===== src/rtl/seg7_frame_decoder.sv =====
// Multiplexed 7-segment bus sniffer: deglitches the bus, decodes each strobed digit
// back to BCD and presents every complete DIGITS-wide frame on a valid/ready output.
module seg7_frame_decoder #(
  parameter int unsigned DIGITS        = 4,
  parameter int unsigned STABLE_CYCLES = 4
) (
  input  logic                  clk,
  input  logic                  rst_n,
  input  logic [6:0]            seg_in,
  input  logic [DIGITS-1:0]     an_in,
  output logic [4*DIGITS-1:0]   digits_out,
  output logic [DIGITS-1:0]     digit_err,
  output logic                  out_valid,
  input  logic                  out_ready,
  output logic                  overrun
);

  localparam int unsigned SW = DIGITS + 7;

  logic [SW-1:0]          s_q;
  logic [7:0]             cnt;
  logic [DIGITS-1:0]      mask;
  logic [4*DIGITS-1:0]    sh_code;
  logic [DIGITS-1:0]      sh_err;

  logic [SW-1:0]          sample;
  logic                   stable;
  logic [DIGITS-1:0]      sel;
  logic                   cap;
  logic [3:0]             code;
  logic                   err;
  logic [4*DIGITS-1:0]    sh_code_nxt;
  logic [DIGITS-1:0]      sh_err_nxt;
  logic [DIGITS-1:0]      mask_nxt;
  logic                   frame_done;

  assign sample = {an_in, seg_in};
  assign stable = (sample == s_q);
  assign sel    = ~an_in;
  // Fires exactly once per stable run: the edge where the counter reaches its ceiling.
  assign cap    = stable && (cnt == 8'(STABLE_CYCLES - 1)) && $onehot(sel);

  always_comb begin
    code = 4'hE;
    err  = 1'b1;
    unique case (seg_in)
      7'b0000001: begin code = 4'd0; err = 1'b0; end
      7'b1001111: begin code = 4'd1; err = 1'b0; end
      7'b0010010: begin code = 4'd2; err = 1'b0; end
      7'b0000110: begin code = 4'd3; err = 1'b0; end
      7'b1001100: begin code = 4'd4; err = 1'b0; end
      7'b0100100: begin code = 4'd5; err = 1'b0; end
      7'b0100000: begin code = 4'd6; err = 1'b0; end
      7'b0001111: begin code = 4'd7; err = 1'b0; end
      7'b0000000: begin code = 4'd8; err = 1'b0; end
      7'b0000100: begin code = 4'd9; err = 1'b0; end
      7'b1111111: begin code = 4'hF; err = 1'b0; end
      default:    begin code = 4'hE; err = 1'b1; end
    endcase
  end

  // Shadow buffer including this edge's write, so a completing frame loads with zero latency.
  always_comb begin
    sh_code_nxt = sh_code;
    sh_err_nxt  = sh_err;
    mask_nxt    = mask;
    if (cap) begin
      for (int unsigned i = 0; i < DIGITS; i++) begin
        if (sel[i]) begin
          sh_code_nxt[4*i +: 4] = code;
          sh_err_nxt[i]         = err;
          mask_nxt[i]           = 1'b1;
        end
      end
    end
    frame_done = cap && (&mask_nxt);
  end

  always_ff @(posedge clk) begin
    if (!rst_n) begin
      s_q        <= '0;
      cnt        <= '0;
      mask       <= '0;
      sh_code    <= '0;
      sh_err     <= '0;
      digits_out <= '0;
      digit_err  <= '0;
      out_valid  <= 1'b0;
      overrun    <= 1'b0;
    end else begin
      s_q <= sample;
      if (!stable)
        cnt <= '0;
      else if (cnt != 8'(STABLE_CYCLES))
        cnt <= cnt + 8'd1;

      sh_code <= sh_code_nxt;
      sh_err  <= sh_err_nxt;
      mask    <= frame_done ? '0 : mask_nxt;

      if (frame_done) begin
        if (!out_valid || out_ready) begin
          digits_out <= sh_code_nxt;
          digit_err  <= sh_err_nxt;
          out_valid  <= 1'b1;
        end else begin
          overrun <= 1'b1;
        end
      end else if (out_valid && out_ready) begin
        out_valid <= 1'b0;
      end
    end
  end

endmodule


===== config.mk =====
export PLATFORM = sky130hd
export DESIGN_NAME = seg7_frame_decoder
export DESIGN_NICKNAME = d
export VERILOG_FILES = /design/src/rtl/seg7_frame_decoder.sv
export SDC_FILE = /design/constraint.sdc
export NUM_CORES = 1
export LEC_CHECK = 0
export CORE_UTILIZATION = 32
export DETAILED_ROUTE_END_ITERATION = 8
export PLACE_DENSITY_LB_ADDON = 0.12
export SYNTH_ARGS = -nofsm -noshare
export SYNTH_HDL_FRONTEND = slang
export SYNTH_SLANG_ARGS = --single-unit

===== constraint.sdc =====
create_clock -name clk -period 3.9 [get_ports clk]
set_input_delay 0.78 -clock clk [delete_from_list [all_inputs] [get_ports clk]]
set_output_delay 0.78 -clock clk [all_outputs]
set_load 0.01 [all_outputs]

==> impl_metrics.toml, run 1 <==
[die]
fp.dieArea_sq_um = 9450
floorplan.initialDensity_pct = 33.1
dieWidth_um = 97.2
core-area_sq_um = 8760
die-height_um = 97.2
io_pins = 36
row_count = 34

[timing]
max_freq_ghz = 0.266
report.final.setup_viol = 0
timing.final.crit_share_pct = 96.4
timing.hold.ws_ns = 0.465
worstMarginPinSlew_ns = 0.794
slew_violations = 0
timing.final.crit_period_ns = 3.76
max_slew_margin_pct = 47.1
finalClockSkew_ns = 0.0152
report.final.hold_viol_count = 0
tns_ns = 0
grt_setup_unrepaired = "false"

[outcome]
outcome = "finished, final reports clean"

[worst_setup_path]
reg2reg_depth = 7
reg2reg_to = "digits_out[0]"
critical_path.startpoint_type = "input port"
arrival_ns = 4.01
worstPathMaxFanout = 4
critical_path.endpoint_type = "register"
setup.worst_path.class = "input port to register"
critical_path_required_ns = 4.16
worst-r2r-setup-slack_ns = 1.18
worst_r2r_startpoint = "cnt[0]"

[power]
ir_worst_vdd_mv = 0.176
p_leak_nw = 1.37
power-per-cell-area_nw_per_um2 = 348

[placed_design]
placedCellCount = 443
port-buffer-count = 35
detailed_place_hpwl_um = 4430
gp_congestion = 0.741

[final_layout]
finalCoreUtilization_pct = 41.4
ff_latch_area_sq_um = 1300
syn2layout_area_growth_pct = 25.1
layout.cells.non_filler = 459
antennaDiodeCount = 0
drive_above_1_share_pct = 13.7
nFillCells = 876
nets = 365
multi_input_comb_area_sq_um = 1500

[yosys]
seq_area_frac_synth_pct = 44.8
async_flop_share_pct = 0
synthDominantCellAreaShare_pct = 44.8
synth.distinct_cells = 45
yosysWarnings = 0
synthesis.instances = 299
synth_top_cells_by_count = "dfxtp_1, nor2b_1, a21oi_1"
synth_top_cells_by_area = "dfxtp_1, mux2i_1, nor2b_1"
ys_seq_elements = 65
post_synth_instance_area_sq_um = 2900
synth_most_common_cell = "dfxtp_1"
netlist.top_cell.by_area = "dfxtp_1"
synth_edf_count = 0
synth_flop_cell = "dfxtp_1"
synthesis.area_per_instance_sq_um = 9.70
synth_fp_nets = 318

[cts]
cts_made_buffers = 9
clock-sinks = 65
cts_setup_buffers = 0
clock_insertion_delay_worst_skew_ns = 0.34
ctsLongestPathBuffers = 2
clk_pin_slew_ns = 0.07
clock_tree_from_tritoncts = "yes"
cts.root.buffer_cell = "clkbuf_8"
htreeDepth = 3

[route]
first_iter_violations = 83
avgViaCountPerCell = 4.84
ant_nets = 0
vias = 2222
detail_route.drc_violations = 0
routedWlPerCell_um = 13.8
drt_total_wl_um = 6350
drt-pass1-iter-count = 4

[global_route]
number_of_antenna_violations_at_the_first_check_in_global_routing = 0
grt_max_degree = 46
grt_first_pass_wirelength_um = 10700
grt.total_usage_pct = 14.1
grt.overflow.total = 0
grt_pass1_vias = 2185

[hold_path]
beginning_of_the_worst_hold_path = "mask[3]"
hold_depth = 1
min_path_type = "register to register"
hold_end = "mask[3]"

[job]
cap_viol_max_count = 0
[layer usage]
metal / track usage [%] / part of all wire, % / up-vias
li1: - / - / 1139
met1: 19.8 / 53 / 1044
met2: 20.7 / 43 / 35
met3: 3.31 / 3.2 / 4
met4: 5.54 / 0.91 / 0
met5: 0 / 0 / -
[kinds of logic (layout without fill, tap and decap cells)]
logic type,count (synthesis),after routing,synth area share [%]
simple gates,105,105,23.3
compound gates,63,63,14.4
xor+xnor,20,20,6.04
flops,65,65,44.8
buf+inv,25,77,3.45
mux,16,16,5.52
fa+ha+maj,5,5,2.41
[flip-flops by register name, summed over array words and instances, names as in the netlist]
name / flops
digits_out: 16
sh_code: 16
s_q: 11
cnt: 8
digit_err: 4
mask: 4
sh_err: 4
out_valid: 1
overrun: 1
[worst max-delay path, cell delays in order]
cell and delay [ns]:
dlygate4sd2_1 0.26, fa_1 0.53, inv_1 0.04, ha_1 0.17, ha_1 0.26, or4bb_1 0.46
or4_4 0.44, or4_4 0.55, nor3_4 0.21, nand2_2 0.12, o22ai_1 0.20
[worst max path at each step]
stage / start / end / slack (ns) / depth (start not counted)
4_1_cts: an_in[0] / digits_out[0] / 0.11 / 11
2_1_floorplan: an_in[0] / digits_out[8] / 0.15 / 10
5_1_grt: an_in[0] / digits_out[0] / 0.03 / 11
3_3_place_gp: an_in[0] / digits_out[12] / -0.40 / 11
6_report: an_in[0] / digits_out[0] / 0.14 / 11
3_5_place_dp: an_in[0] / digits_out[0] / -0.43 / 11
[cell type report]
type,count,share of cell area (%)
clock buffer,9,3.41
sequential,65,35.8
clock inverter,7,1.48
inverter,9,0.931
multi-input combinational,209,41.3
timing repair buffer,52,13.3
tap,108,3.72
[power by group]
group / internal [mW] / total [mW] / switching [mW]
sequential: 0.669 / 0.672 / 0.00262
combinational: 0.0369 / 0.0820 / 0.0450
clock: 0.234 / 0.509 / 0.275
total: 0.940 / 1.26 / 0.323
[repair_timing]
item                       in CTS  in global routing
hold buffers                    0                  0
gates resized for setup         3                  0
setup endpoints to repair       9                  2
pin swaps                       3                  1
[through the flow]
| stage | area (sq um) | setup WS, ns | total power, mW |
|---|---|---|---|
| 2_1_floorplan | 2900 | 0.148 | 0.737 |
| 3_3_place_gp | 3460 | -0.399 | 0.771 |
| 3_5_place_dp | 3460 | -0.429 | 0.771 |
| 4_1_cts | 3630 | 0.109 | 1.28 |
| 5_1_grt | 3630 | 0.0274 | 1.32 |
| 6_report | 3630 | 0.142 | 1.26 |
[cells in the final DEF (no fill, tap or decap), types with 3 or more instances in the layout]
cell and instances:
o21ai_0 13, dfxtp_1 65, or4_1 3, nor3_1 3, clkbuf_8 9, inv_1 9
nand3_1 9, a21o_1 5, nand2_1 9, a21oi_1 17, clkinvlp_4 3, nor2b_1 23
and2_1 13, xnor2_1 7, o22ai_1 6, nor3_2 4, ha_1 4, o21a_1 9
buf_4 16, and3_1 3, mux2i_1 16, xor2_1 13, or3_1 3, clkdlybuf4s50_1 31
nor2_1 16, dlygate4sd2_1 3, o211a_1 8
Note: power is estimated with default switching activity, not from simulation.
==> run 2: changes to the inputs <==
Settings changed: SLEW_MARGIN set to 20.
==> results of run 2 <==
No change in the layout: final DEF, timing and power equal those of run 1.
==> run 3: changes to the inputs <==
Settings changed: GPL_TIMING_DRIVEN set to 0.
==> run 3 against run 2 <==
Against the previous run:
- wire length down 1.3%
- worst hold slack improved by 0.0039 ns
- sequential share of layout area shrank 0.14 points
- power rose by 15%
- critical path type unchanged
- critical endpoint unchanged
==> impl_metrics.toml, run 3 (synthesis results as in run 1) <==
[timing]
timing.final.crit_period_ns = 3.76
report.final.setup_viol = 0
finalClockSkew_ns = 0.0108
worstMarginPinSlew_ns = 0.784
report.final.hold_viol_count = 0
max_slew_margin_pct = 47.7
setup_ws_ns = 0.139
slew_violations = 0
timing.final.crit_share_pct = 96.4
tns_ns = 0
max_freq_ghz = 0.266
grt_setup_unrepaired = "false"

[cts]
clock-sinks = 65
cts_made_buffers = 9
clock_tree_from_tritoncts = "yes"
ctsLongestPathBuffers = 2
clk_pin_slew_ns = 0.07
htreeDepth = 3
cts.root.buffer_cell = "clkbuf_8"
clock_insertion_delay_worst_skew_ns = 0.34
post_cts_hold_buffer_count = 0

[worst_setup_path]
critical_path_buf_inv_count = 3
cp_num_cells = 12
critical_path_required_ns = 4.17
arrival_ns = 4.03
reg2reg_to = "digits_out[0]"
worst_r2r_startpoint = "cnt[0]"
reg2reg_depth = 8
crit_family = "simple AND/OR/NAND/NOR gates"
timing.critical_path.slowest_cell_delay_ns = 0.59
crit_slowest_cell = "or4_4"
cp-startpoint = "an_in[0]"
cell_by_cell_listing_of_the_critical_path = "buf_2 -> fa_1 -> inv_1 -> ha_1 -> ha_1 -> or4bb_1 -> or4_4 -> or4_4 -> nor3_4 -> buf_6 -> nand2_2 -> o22ai_1"
setup.worst_path.class = "input port to register"
critical_path.startpoint_type = "input port"
worst-r2r-setup-slack_ns = 1.08
cp-endpoint = "digits_out[0]"
worstPathMaxFanout = 6
critical_path.endpoint_type = "register"

[global_route]
number_of_antenna_violations_at_the_first_check_in_global_routing = 0
grt_pass1_vias = 2174
grt_busiest_layer = "met2"
grt_first_pass_wirelength_um = 10600
grt_max_degree = 13
grt_util_met2_pct = 21.9
grt.overflow.total = 0
grt_util_met1_pct = 19.3
grt.total_usage_pct = 14.3
use_met3_pct = 3.38

[placed_design]
postPlaceCellArea_sq_um = 3340
gp_congestion = 0.700
port-buffer-count = 30
detailed_place_hpwl_um = 4470
post-place-ws_ns = -0.760

[die]
io_pins = 36
dieWidth_um = 97.2
floorplan.initialDensity_pct = 33.1
die-height_um = 97.2
core-area_sq_um = 8760
row_count = 34
fp.dieArea_sq_um = 9450

[outcome]
outcome = "finished, final reports clean"

[route]
drt_total_wl_um = 6260
detail_route.drc_violations = 0
first_iter_violations = 88
vias = 2205
routedWlPerCell_um = 13.7
drt-pass1-iter-count = 4
avgViaCountPerCell = 4.81
ant_nets = 0

[hold_path]
min_path_type = "register to register"

[final_layout]
antennaDiodeCount = 0
stdcell_area_sq_um = 3640
syn2layout_area_growth_pct = 25.6
drive_above_1_share_pct = 11.7
layout.cells.most_common = "dfxtp_1"
layout.cells.most_common_list = "dfxtp_1, clkdlybuf4s50_1, nor2b_1"
biggestRegsByFlops = "digits_out x16, sh_code x16, s_q x11"
nets = 364

[power]
ir_worst_vdd_mv = 0.203
p_leak_nw = 1.39
total_power_mw = 1.46
power-per-cell-area_nw_per_um2 = 400

[job]
cap_viol_max_count = 0
-- run 3: changes by cell type in the layout (fill, tap and decap cells not counted), moves of 2 or more --
cell / change
clkinvlp_4: -2
bufinv_16: +3
buf_2: +4
inv_6: -2
nor3_2: -4
clkdlybuf4s50_1: -5
nor3_4: +4
dlygate4sd2_1: -3
buf_4: -11
clkbuf_1: +13
-- run 3: area by class of cell --
| class | instances | area, sq um |
|---|---|---|
| plain buffers | 16 | 66.3 |
| multi-input cells | 209 | 1530 |
| flip-flops and latches | 65 | 1300 |
| clock buffers | 10 | 138 |
| clock inverters | 6 | 115 |
| fillers | 897 | 5120 |
| repair buffers | 35 | 329 |
| inverters | 9 | 33.8 |
| well taps | 108 | 135 |
-- run 3: through the flow --
stage	hold WS (ns)	util, %	std cells
2_1_floorplan	0.441	-	299
3_3_place_gp	0.452	38.1	437
3_5_place_dp	0.454	38.1	437
4_1_cts	0.472	41.2	456
5_1_grt	0.486	41.6	458
6_report	0.469	41.6	458
-- run 3: worst min path at each step --
stage,startpoint,to,slack [ns],cells after the start
detailed placement,mask[0],mask[0],0.45,1
floorplan,mask[0],mask[0],0.44,1
global placement,mask[1],mask[1],0.45,1
global route,mask[0],mask[0],0.49,1
CTS,mask[0],mask[0],0.47,1
finish,mask[0],mask[0],0.47,1
-- run 3: where the power goes --
part | switching, mW | internal [mW] | leakage, nW | total (mW)
Clock | 0.267 | 0.444 | 0.123 | 0.711
Combinational | 0.0444 | 0.0311 | 0.743 | 0.0755
Sequential | 0.00259 | 0.669 | 0.526 | 0.672
-- run 3: timing repair --
action,in CTS,in global routing
hold endpoints to repair,0,0
endpoints found under the setup margin,41,36
gates resized for setup,11,10
pin swaps,1,2
setup buffers,3,2
-- run 3: metal layers --
layer  vias up  wire, um
li1       1145         -
met5         -         0
met1      1020      3210
met3        10       158
met2        30      2770
met4         0       123
